File: src/rtl/cabina_ascensor_if.sv
// Car command/status bundle between the dispatcher and one elevator car.
// The dispatcher drives the destination and reads back the status.
interface cabina_ascensor_if;
  logic [2:0] destino_asc;
  logic [1:0] piso_asc;
  logic [1:0] direccion_asc;
  logic       ocupado_asc;
  logic       puerta_abierta;

  modport master (
    output destino_asc,
    input  piso_asc,
    input  direccion_asc,
    input  ocupado_asc,
    input  puerta_abierta
  );

  modport slave (
    input  destino_asc,
    output piso_asc,
    output direccion_asc,
    output ocupado_asc,
    output puerta_abierta
  );
endinterface

File: src/rtl/cabina_ascensor.sv
// Per-car motion and door controller: one floor per TICKS_PISO cycles,
// door open for TICKS_PUERTA cycles, one pending request slot.
module cabina_ascensor #(
  parameter int TICKS_PISO   = 50_000_000,
  parameter int TICKS_PUERTA = 100_000_000
) (
  input  logic               clk,
  input  logic               rst,
  cabina_ascensor_if.slave   bus
);

  localparam int TMAX = (TICKS_PISO > TICKS_PUERTA) ?
                        TICKS_PISO : TICKS_PUERTA;
  localparam int CW = $clog2(TMAX);
  localparam logic [CW-1:0] FIN_PISO   = CW'(TICKS_PISO - 1);
  localparam logic [CW-1:0] FIN_PUERTA = CW'(TICKS_PUERTA - 1);

  typedef enum logic [1:0] {
    REPOSO = 2'd0,
    MOVER  = 2'd1,
    PUERTA = 2'd2
  } estado_t;

  estado_t       estado, estado_n;
  logic [CW-1:0] cnt, cnt_n;
  logic [1:0]    piso, piso_n;
  logic [1:0]    objetivo, objetivo_n;
  logic [1:0]    dir, dir_n;
  logic [2:0]    dest_prev;
  logic          pend_v;
  logic [1:0]    pend;

  logic       nuevo;
  logic       lanzar;
  logic [1:0] target;
  logic [1:0] piso_sig;
  logic       fin_piso;
  logic       fin_puerta;

  // The upstream register holds its value, so only a change is a request.
  assign nuevo = (bus.destino_asc != dest_prev) &&
                 !bus.destino_asc[2];
  assign lanzar     = nuevo || pend_v;
  assign target     = nuevo ? bus.destino_asc[1:0] : pend;
  assign piso_sig   = (dir == 2'b01) ? piso + 2'd1 : piso - 2'd1;
  assign fin_piso   = (cnt == FIN_PISO);
  assign fin_puerta = (cnt == FIN_PUERTA);

  always_ff @(posedge clk) begin
    if (rst) begin
      estado    <= REPOSO;
      cnt       <= '0;
      piso      <= 2'd0;
      objetivo  <= 2'd0;
      dir       <= 2'b00;
      dest_prev <= 3'b100;
      pend_v    <= 1'b0;
      pend      <= 2'd0;
    end else begin
      estado    <= estado_n;
      cnt       <= cnt_n;
      piso      <= piso_n;
      objetivo  <= objetivo_n;
      dir       <= dir_n;
      dest_prev <= bus.destino_asc;
      if (estado == REPOSO) begin
        pend_v <= 1'b0;
      end else if (nuevo) begin
        pend_v <= 1'b1;
        pend   <= bus.destino_asc[1:0];
      end
    end
  end

  always_comb begin
    estado_n   = estado;
    cnt_n      = cnt + CW'(1);
    piso_n     = piso;
    objetivo_n = objetivo;
    dir_n      = dir;
    unique case (estado)
      REPOSO: begin
        cnt_n = '0;
        dir_n = 2'b00;
        if (lanzar) begin
          if (target == piso) begin
            estado_n = PUERTA;
          end else begin
            estado_n   = MOVER;
            objetivo_n = target;
            dir_n      = (target > piso) ? 2'b01 : 2'b10;
          end
        end
      end
      MOVER: begin
        if (fin_piso) begin
          cnt_n  = '0;
          piso_n = piso_sig;
          if (piso_sig == objetivo) begin
            estado_n = PUERTA;
            dir_n    = 2'b00;
          end
        end
      end
      PUERTA: begin
        dir_n = 2'b00;
        if (fin_puerta) begin
          estado_n = REPOSO;
          cnt_n    = '0;
        end
      end
      default: begin
        estado_n = REPOSO;
        cnt_n    = '0;
        dir_n    = 2'b00;
      end
    endcase
  end

  always_comb begin
    bus.piso_asc       = piso;
    bus.direccion_asc  = (estado == MOVER) ? dir : 2'b00;
    bus.ocupado_asc    = (estado != REPOSO);
    bus.puerta_abierta = (estado == PUERTA);
  end

endmodule

File: src/flat_wrapper.sv
// flat-port wrapper written by rule: the top's interface ports become plain ports
module cabina_ascensor_flat 
#(
  parameter int TICKS_PISO   = 50_000_000,
  parameter int TICKS_PUERTA = 100_000_000
)
  (clk, rst, bus_destino_asc, bus_piso_asc, bus_direccion_asc, bus_ocupado_asc, bus_puerta_abierta);
  cabina_ascensor_if bus_i ();
  input  logic clk;
  input  logic rst;
  input wire logic [$bits(bus_i.destino_asc)-1:0] bus_destino_asc;
  output wire logic [$bits(bus_i.piso_asc)-1:0] bus_piso_asc;
  output wire logic [$bits(bus_i.direccion_asc)-1:0] bus_direccion_asc;
  output wire logic [$bits(bus_i.ocupado_asc)-1:0] bus_ocupado_asc;
  output wire logic [$bits(bus_i.puerta_abierta)-1:0] bus_puerta_abierta;
  assign bus_i.destino_asc = bus_destino_asc;
  assign bus_piso_asc = bus_i.piso_asc;
  assign bus_direccion_asc = bus_i.direccion_asc;
  assign bus_ocupado_asc = bus_i.ocupado_asc;
  assign bus_puerta_abierta = bus_i.puerta_abierta;
  cabina_ascensor #(.TICKS_PISO(TICKS_PISO), .TICKS_PUERTA(TICKS_PUERTA)) u_core (.clk(clk), .rst(rst), .bus(bus_i));
endmodule
File: config.mk
export PLATFORM = sky130hd
export DESIGN_NAME = cabina_ascensor_flat
export DESIGN_NICKNAME = d
export VERILOG_FILES = /design/src/rtl/cabina_ascensor_if.sv /design/src/rtl/cabina_ascensor.sv /design/src/flat_wrapper.sv
export SDC_FILE = /design/constraint.sdc
export NUM_CORES = 1
export LEC_CHECK = 0
export BUFFER_PORTS_ARGS = -buffer_cell sky130_fd_sc_hd__clkbuf_2
export CAP_MARGIN = 10
export CORE_UTILIZATION = 40
export DETAILED_ROUTE_END_ITERATION = 8
export HOLD_SLACK_MARGIN = 0.06
export SLEW_MARGIN = 10
export SYNTH_ARGS = -nofsm -noshare
export SYNTH_HDL_FRONTEND = slang
export SYNTH_SLANG_ARGS = --single-unit
File: constraint.sdc
create_clock -name clk -period 3.1 [get_ports clk]
set_clock_uncertainty 0.2 [all_clocks]
set_input_delay 0.155 -clock clk [delete_from_list [all_inputs] [get_ports clk]]
set_output_delay 0.155 -clock clk [all_outputs]
set_load 0.05 [all_outputs]
# Word-level counts from Yosys, hierarchy flattened
# Cells that the tools add are included.
[totals]
reg_bits = 41
inputBits = 5
wordCells = 53
[classes]
n_lt_le_gt_ge = 1
mux = 18
bitwise = 1
eq_ne = 12
add_sub_neg = 3
reduce_logical = 10
[op_table]
columns = ["cell", "count"]
rows = [
  ["$mux 27", 2],
  ["$pmux 27 s2", 1],
  ["$add 27x1->27 const B", 1],
  ["$eq 27x26->1 const B", 1],
  ["$eq 27x27->1 const B", 1],
  ["$mux 2", 13],
  ["$ne 2x1->1 const B", 4],
  ["$pmux 2 s3", 1],
  ["$eq 2x1->1 const B", 2],
  ["$eq 2x2->1", 2],
  ["$pmux 2 s2", 1],
  ["$reduce_and 2->1", 2],
  ["$reduce_and 4->1", 1],
  ["$ne 3x3->1", 1],
  ["$reduce_and 3->1", 1],
  ["$add 2x1->2 const B", 1],
  ["$eq 2x2->1 const B", 1],
  ["$gt 2x2->1", 1],
  ["$logic_not 2->1", 1],
  ["$reduce_bool 2->1", 1],
  ["$reduce_or 2->1", 1],
  ["$sub 2x1->2 const B", 1],
  ["$logic_and 1x1->1", 1],
  ["$logic_not 1->1", 1],
  ["other kinds (2)", 2],
]

# Logic depth before layout (Yosys ltp)
[logic_depth]
ltp_word = 8
ltp_mapped = 11

# Worst setup path before layout
# Ideal clock, no wire load.
[synth_timing]
path_kind = "register to register"
start = "register u_core.dest_prev[1]"
end = "register u_core.dir[1]"
path_slack_ns = 0.779
setup_ns = 0.129
path_stages_with_launch = 12
synth_period_minus_slack_ns = 2.321
t_arrival_ns = 1.992
n_path_buf = 0
required_time_ns = 2.771
path_cell_list = "dfxtp_1 -> xnor2_1 -> a31oi_1 -> mux2i_1 -> inv_1 -> ha_1 -> nand2_1 -> nand2_1 -> o21ba_2 -> and2_1 -> mux2i_1 -> nor2_1"
[synth_via]
elab_chain_cells = 8
elab_cells_between_ends = 10
cone_classes = "1 x order compare; 2 x eq/ne; 5 x mux; 2 x reduce/logical"
[synth_lines]
columns = ["item", "line_no", "text"]
rows = [
  ["start: declaration", "cabina_ascensor.sv:29", "logic [2:0] dest_prev;"],
  ["start signal: assignment", "cabina_ascensor.sv:65", "dest_prev <= bus.destino_asc;"],
  ["$ne 3x3->1 *", "cabina_ascensor.sv:41", "assign nuevo = (bus.destino_asc != dest_prev) &&"],
  ["$logic_and 1x1->1 *", "cabina_ascensor.sv:41", ""],
  ["$mux 2 *", "--", ""],
  ["named net u_core.target[1]", "cabina_ascensor.sv:35", "logic [1:0] target;"],
  ["$gt 2x2->1", "cabina_ascensor.sv:91", "dir_n = (target > piso) ? 2'b01 : 2'b10;"],
  ["$mux 2", "cabina_ascensor.sv:91", ""],
  ["$mux 2 *", "cabina_ascensor.sv:86", "if (target == piso) begin"],
  ["$mux 2 *", "cabina_ascensor.sv:85", "if (lanzar) begin"],
  ["$pmux 2 s2 *", "cabina_ascensor.sv:81", "unique case (estado)"],
  ["end signal: assignment", "cabina_ascensor.sv:64", "dir <= dir_n;"],
  ["end: declaration", "cabina_ascensor.sv:28", "logic [1:0] dir, dir_n;"],
]
# Mark *: on every way through the listed nets, which the timed path passes. The rest lies on a longest branch.
# A chain may end at the register's enable or synchronous reset.

# Worst setup path in the final report
[layout_timing]
start = "input port bus_destino_asc[1]"
end = "register u_core.objetivo[0]"
[layout_via]
elab_chain_cells = 6
elab_cells_between_ends = 7
cone_classes = "2 x eq/ne; 1 x mux; 1 x bitwise; 3 x reduce/logical"
[layout_lines]
columns = ["item", "line_no", "text"]
rows = [
  ["start: declaration", "flat_wrapper.sv:11", "input wire logic [$bits(bus_i.destino_asc)-1:0] bus_destino_asc;"],
  ["$ne 3x3->1", "cabina_ascensor.sv:41", ""],
  ["$logic_and 1x1->1", "cabina_ascensor.sv:41", ""],
  ["$mux 2 *", "--", ""],
  ["named net u_core.target[1]", "cabina_ascensor.sv:35", ""],
  ["$eq 2x2->1 *", "cabina_ascensor.sv:86", ""],
  ["$not 1->1 (no source line) *", "--", ""],
  ["$reduce_and 3->1 (no source line) *", "--", ""],
  ["end signal: assignment", "cabina_ascensor.sv:63", "objetivo <= objetivo_n;"],
  ["end: declaration", "cabina_ascensor.sv:27", "logic [1:0] objetivo, objetivo_n;"],
]
# Marked as above.

==> insert_results.sql <==
INSERT INTO impl_metrics (metric_group, metric, value, unit) VALUES
('clocking', 'cts_inserted_buffers', '5', ''),
('detailed_routing', 'route.detailed.wl_per_inst', '11.76', 'um'),
('final_layout', 'layout.nets', '249', ''),
('setup_path', 'reg2reg_setup_slack', '560', 'ps'),
('detailed_routing', 'drt_iter0_markers', '68', ''),
('clocking', 'cts_root_buf', 'clkbuf_8', ''),
('pwr', 'irDropWorstVdd', '197.7', 'uV'),
('synthesis', 'syn-instance-count', '218', ''),
('final_layout', 'area.growth.synth_to_final', '13.47', '%'),
('sta', 'drv_slew', '0', ''),
('detailed_routing', 'vias', '1465', ''),
('floorplanning', 'placeable_core_area', '4723', 'um^2'),
('placement', 'dpl_cell_area', '2073', 'um^2'),
('detailed_routing', 'drc', '0', ''),
('final_layout', 'layout_cell_share_with_drive_strength_beyond_1', '12.13', '%'),
('sta', 'setup_tns', '0', 'ps'),
('pwr', 'total_power', '1365', 'uW'),
('setup_path', 'critPathMaxFanout', '5', ''),
('run', 'maxCapViolCount', '0', ''),
('floorplanning', 'initial_utilization', '41.70', '%'),
('setup_path', 'worst-endpoint-required', '3110', 'ps'),
('clocking', 'cts.htree.levels', '2', ''),
('clocking', 'cts_setup_buffers', '0', ''),
('clocking', 'post_cts_hold_buffer_count', '6', ''),
('sta', 'clock.fmax', '360.7', 'MHz'),
('setup_path', 'timing.setup.critical_path_class', 'in -> reg', ''),
('grt', 'grt_pass1_vias', '1374', ''),
('setup_path', 'element_type_at_the_critical_path_start', 'input pin', ''),
('floorplanning', 'die_w', '72.17', 'um'),
('final_layout', 'finalInstanceArea', '2235', 'um^2'),
('detailed_routing', 'antenna_left', '0', ''),
('synthesis', 'synth.yosys.warnings', '0', ''),
('placement', 'dpl.hpwl', '2556', 'um'),
('final_layout', 'filler_cell_count', '462', ''),
('sta', 'layout_worst_path_cycle_share', '89.42', '%'),
('final_layout', 'fin_cells', '306', ''),
('detailed_routing', 'drt-vias-per-instance', '4.788', ''),
('clocking', 'cts.path.max_buffers', '2', ''),
('floorplanning', 'dieHeight', '72.17', 'um'),
('synthesis', 'syn-mean-instance-area', '9.034', 'um^2'),
('sta', 'worst_slew_pin_slew', '540.6', 'ps'),
('detailed_routing', 'drt-total-wl', '3600', 'um'),
('floorplanning', 'row_count', '25', ''),
('setup_path', 'regToRegEndpoint', 'u_core.objetivo[0]$_SDFFE_PP0P_', ''),
('grt', 'grt_start_max_net_pins', '21', ''),
('clocking', 'clock_latency_of_the_later_clocked_register_in_the_worst_skew_pair', '290', 'ps'),
('final_layout', 'final_core_utilization', '47.31', '%'),
('setup_path', 'reg2reg_depth', '10', ''),
('clocking', 'clock-sinks', '41', ''),
('placement', 'place_congestion', '0.7424', ''),
('grt', 'antenna_found_initial', '0', ''),
('detailed_routing', 'first_pass_iters', '4', ''),
('clocking', 'cts_tree', 'yes', ''),
('synthesis', 'ys_seq_area_share', '41.68', '%'),
('placement', 'port_buffers', '10', ''),
('sta', 'rsz_0062_raised_after_global_routing', 'false', ''),
('setup_path', 'worst_setup_path_endpoint', 'u_core.objetivo[0]$_SDFFE_PP0P_', ''),
('grt', 'sum_of_overflow_across_all_layers_after_global_routing', '0', ''),
('sta', 'setup_viol_count_final', '0', ''),
('synthesis', 'syn_area', '1969', 'um^2'),
('synthesis', 'synth_seq_cells', '41', ''),
('setup_path', 'crit_path_arrival_time', '2780', 'ps'),
('floorplanning', 'die_area', '5208', 'um^2'),
('synthesis', 'synthDistinctLibCells', '38', ''),
('pwr', 'power_density', '610.9', 'nW/um^2'),
('synthesis', 'mappedNetlistNets', '229', ''),
('clocking', 'post_cts_resized', '0', ''),
('setup_path', 'crit_path_end_kind', 'flop', ''),
('final_layout', 'num_antenna_cells', '0', ''),
('placement', 'placedCellCount', '292', ''),
('floorplanning', 'boundaryPins', '11', ''),
('sta', 'final-hold-violation-count', '0', ''),
('sta', 'fin_crit', '2772', 'ps'),
('sta', 'maxSlewHeadroom', '63.68', '%'),
('grt', 'global_route.usage.total', '15.68', '%'),
('setup_path', 'worstSetupStartpoint', 'bus_destino_asc[1]', ''),
('grt', 'global_route_wire_length_before_repair', '6258', 'um'),
('setup_path', 'launch_point_of_the_worst_reg_to_reg_path', 'u_core.dest_prev[1]$_SDFF_PP0_', ''),
('pwr', 'power.static_leakage', '0.0008203', 'uW'),
('outcome', 'run_status', 'finished, final reports clean', ''),
('clocking', 'path_clk_slew', '80', 'ps'),
('worst_hold_path', 'timing.hold.worst.class', 'reg -> reg', '');
[worst min-delay path by stage]
stage | startpoint | end | depth (start not counted)
after global placement | bus_destino_asc[2] | u_core.dest_prev[2]$_SDFF_PP1_ | 2
after CTS | u_core.cnt[0]$_SDFF_PP0_ | u_core.cnt[0]$_SDFF_PP0_ | 1
final | u_core.cnt[0]$_SDFF_PP0_ | u_core.cnt[0]$_SDFF_PP0_ | 1
after global routing | u_core.cnt[0]$_SDFF_PP0_ | u_core.cnt[0]$_SDFF_PP0_ | 1
after floorplan | rst | u_core.dest_prev[0]$_SDFF_PP0_ | 1
after detailed placement | bus_destino_asc[2] | u_core.dest_prev[2]$_SDFF_PP1_ | 2
[synth_stat cells]
cell / number / area share [%]
nand4_1: 8 / 2.5
nor4bb_1: 2 / 1.0
o21ai_4: 1 / 0.83
nor3_1: 5 / 1.3
nor2_1: 44 / 8.4
a211o_2: 1 / 0.51
and4b_1: 1 / 0.51
and2_1: 3 / 0.95
nand2_1: 14 / 2.7
or2_4: 1 / 0.44
dfxtp_1: 41 / 42
o31ai_1: 1 / 0.38
nor4_1: 1 / 0.32
clkbuf_1: 1 / 0.19
and4_1: 3 / 1.3
nand4_2: 1 / 0.64
a21oi_1: 3 / 0.76
nand3_1: 9 / 2.3
inv_1: 9 / 1.7
xor2_1: 19 / 8.4
or2_1: 1 / 0.32
and2b_1: 1 / 0.38
a31oi_1: 2 / 0.64
a211oi_1: 4 / 1.5
or2_2: 1 / 0.32
mux2i_1: 5 / 2.5
or3_4: 1 / 0.57
and3_1: 3 / 0.95
nand2b_1: 1 / 0.32
xnor2_1: 12 / 5.3
nor4b_1: 1 / 0.44
a41oi_1: 1 / 0.44
nor2b_1: 4 / 1.3
and4bb_2: 2 / 1.3
o21ba_2: 1 / 0.51
a221oi_2: 1 / 0.76
buf_6: 3 / 1.7
ha_1: 6 / 3.8
[state kept, by name, summed over array words and instances, names as in the netlist]
register / cells
u_core.pend: 2
u_core.cnt: 27
u_core.pend_v: 1
u_core.bus.piso_asc: 2
u_core.dir: 2
u_core.objetivo: 2
u_core.dest_prev: 3
u_core.estado: 2
[power breakdown]
| part | internal, uW | switching (uW) | total (uW) |
|---|---|---|---|
| Combinational | 138 | 245 | 383 |
| Clock | 201 | 185 | 386 |
| Sequential | 571 | 25.0 | 596 |
[per-stage QoR]
stage | setup slack, ps | hold slack [ps]
after floorplan | 778.9 | 26.61
after detailed placement | 564.6 | 165.6
after global placement | 615.1 | 170.1
after global routing | 28.81 | 276.0
after CTS | 335.1 | 254.3
final | 328.0 | 252.1
[critical path: stages]
cell	delay [ps]
dlygate4sd3_1	540
clkbuf_2	130
xnor2_1	120
a31oi_1	400
mux2i_1	350
inv_1	80
ha_1	310
nand2_1	70
nand2_1	80
o21ba_2	300
nor2_1	50
a211oi_1	200
[metal layers]
metal | routed length (um) | vias to the layer above | GRT usage (%)
met5 | 0 | - | 0
met4 | 77 | 0 | 7.190
met3 | 89 | 8 | 4.583
met2 | 1480 | 11 | 22.43
met1 | 1953 | 665 | 21.68
li1 | - | 781 | -
[area by class of cell]
class                           count  area [um^2]  area share (%)
Tap cell                           67        83.83           3.751
Timing Repair Buffer               17        117.6           5.263
Inverter                            9        33.78           1.512
Clock buffer                        7        96.34           4.311
Clock inverter                      1        5.005          0.2240
Sequential cell                    41        820.8           36.73
Multi-Input combinational cell    164         1077           48.21
[cells in the final DEF, fill, tap and decap left out, types with 2 or more instances in the layout]
cell and n:
nand3_1 9, clkbuf_8 7, nor4bb_1 2, mux2i_1 5, nand4_1 8, dlygate4sd3_1 6
xnor2_1 12, and4_1 3, and2_1 3, inv_1 9, nand2_1 14, a21oi_1 3
ha_1 6, nor2_1 44, a31oi_1 2, a211oi_1 4, nor3_1 5, xor2_1 19
and4bb_2 2, clkbuf_2 10, dfxtp_1 41, nor2b_1 4, and3_1 3
[cell families after synthesis]
family | count (synthesis) | share of synthesized area, %
buffers and inverters | 13 | 3.621
adders and majority gates | 6 | 3.812
and+or+nand+nor | 107 | 28.21
AOI/OAI and AO/OA | 15 | 6.353
xor gates and xnor gates | 31 | 13.79
DFF | 41 | 41.68
muxes | 5 | 2.541
No activity file was read; power rests on OpenSTA's default activity.
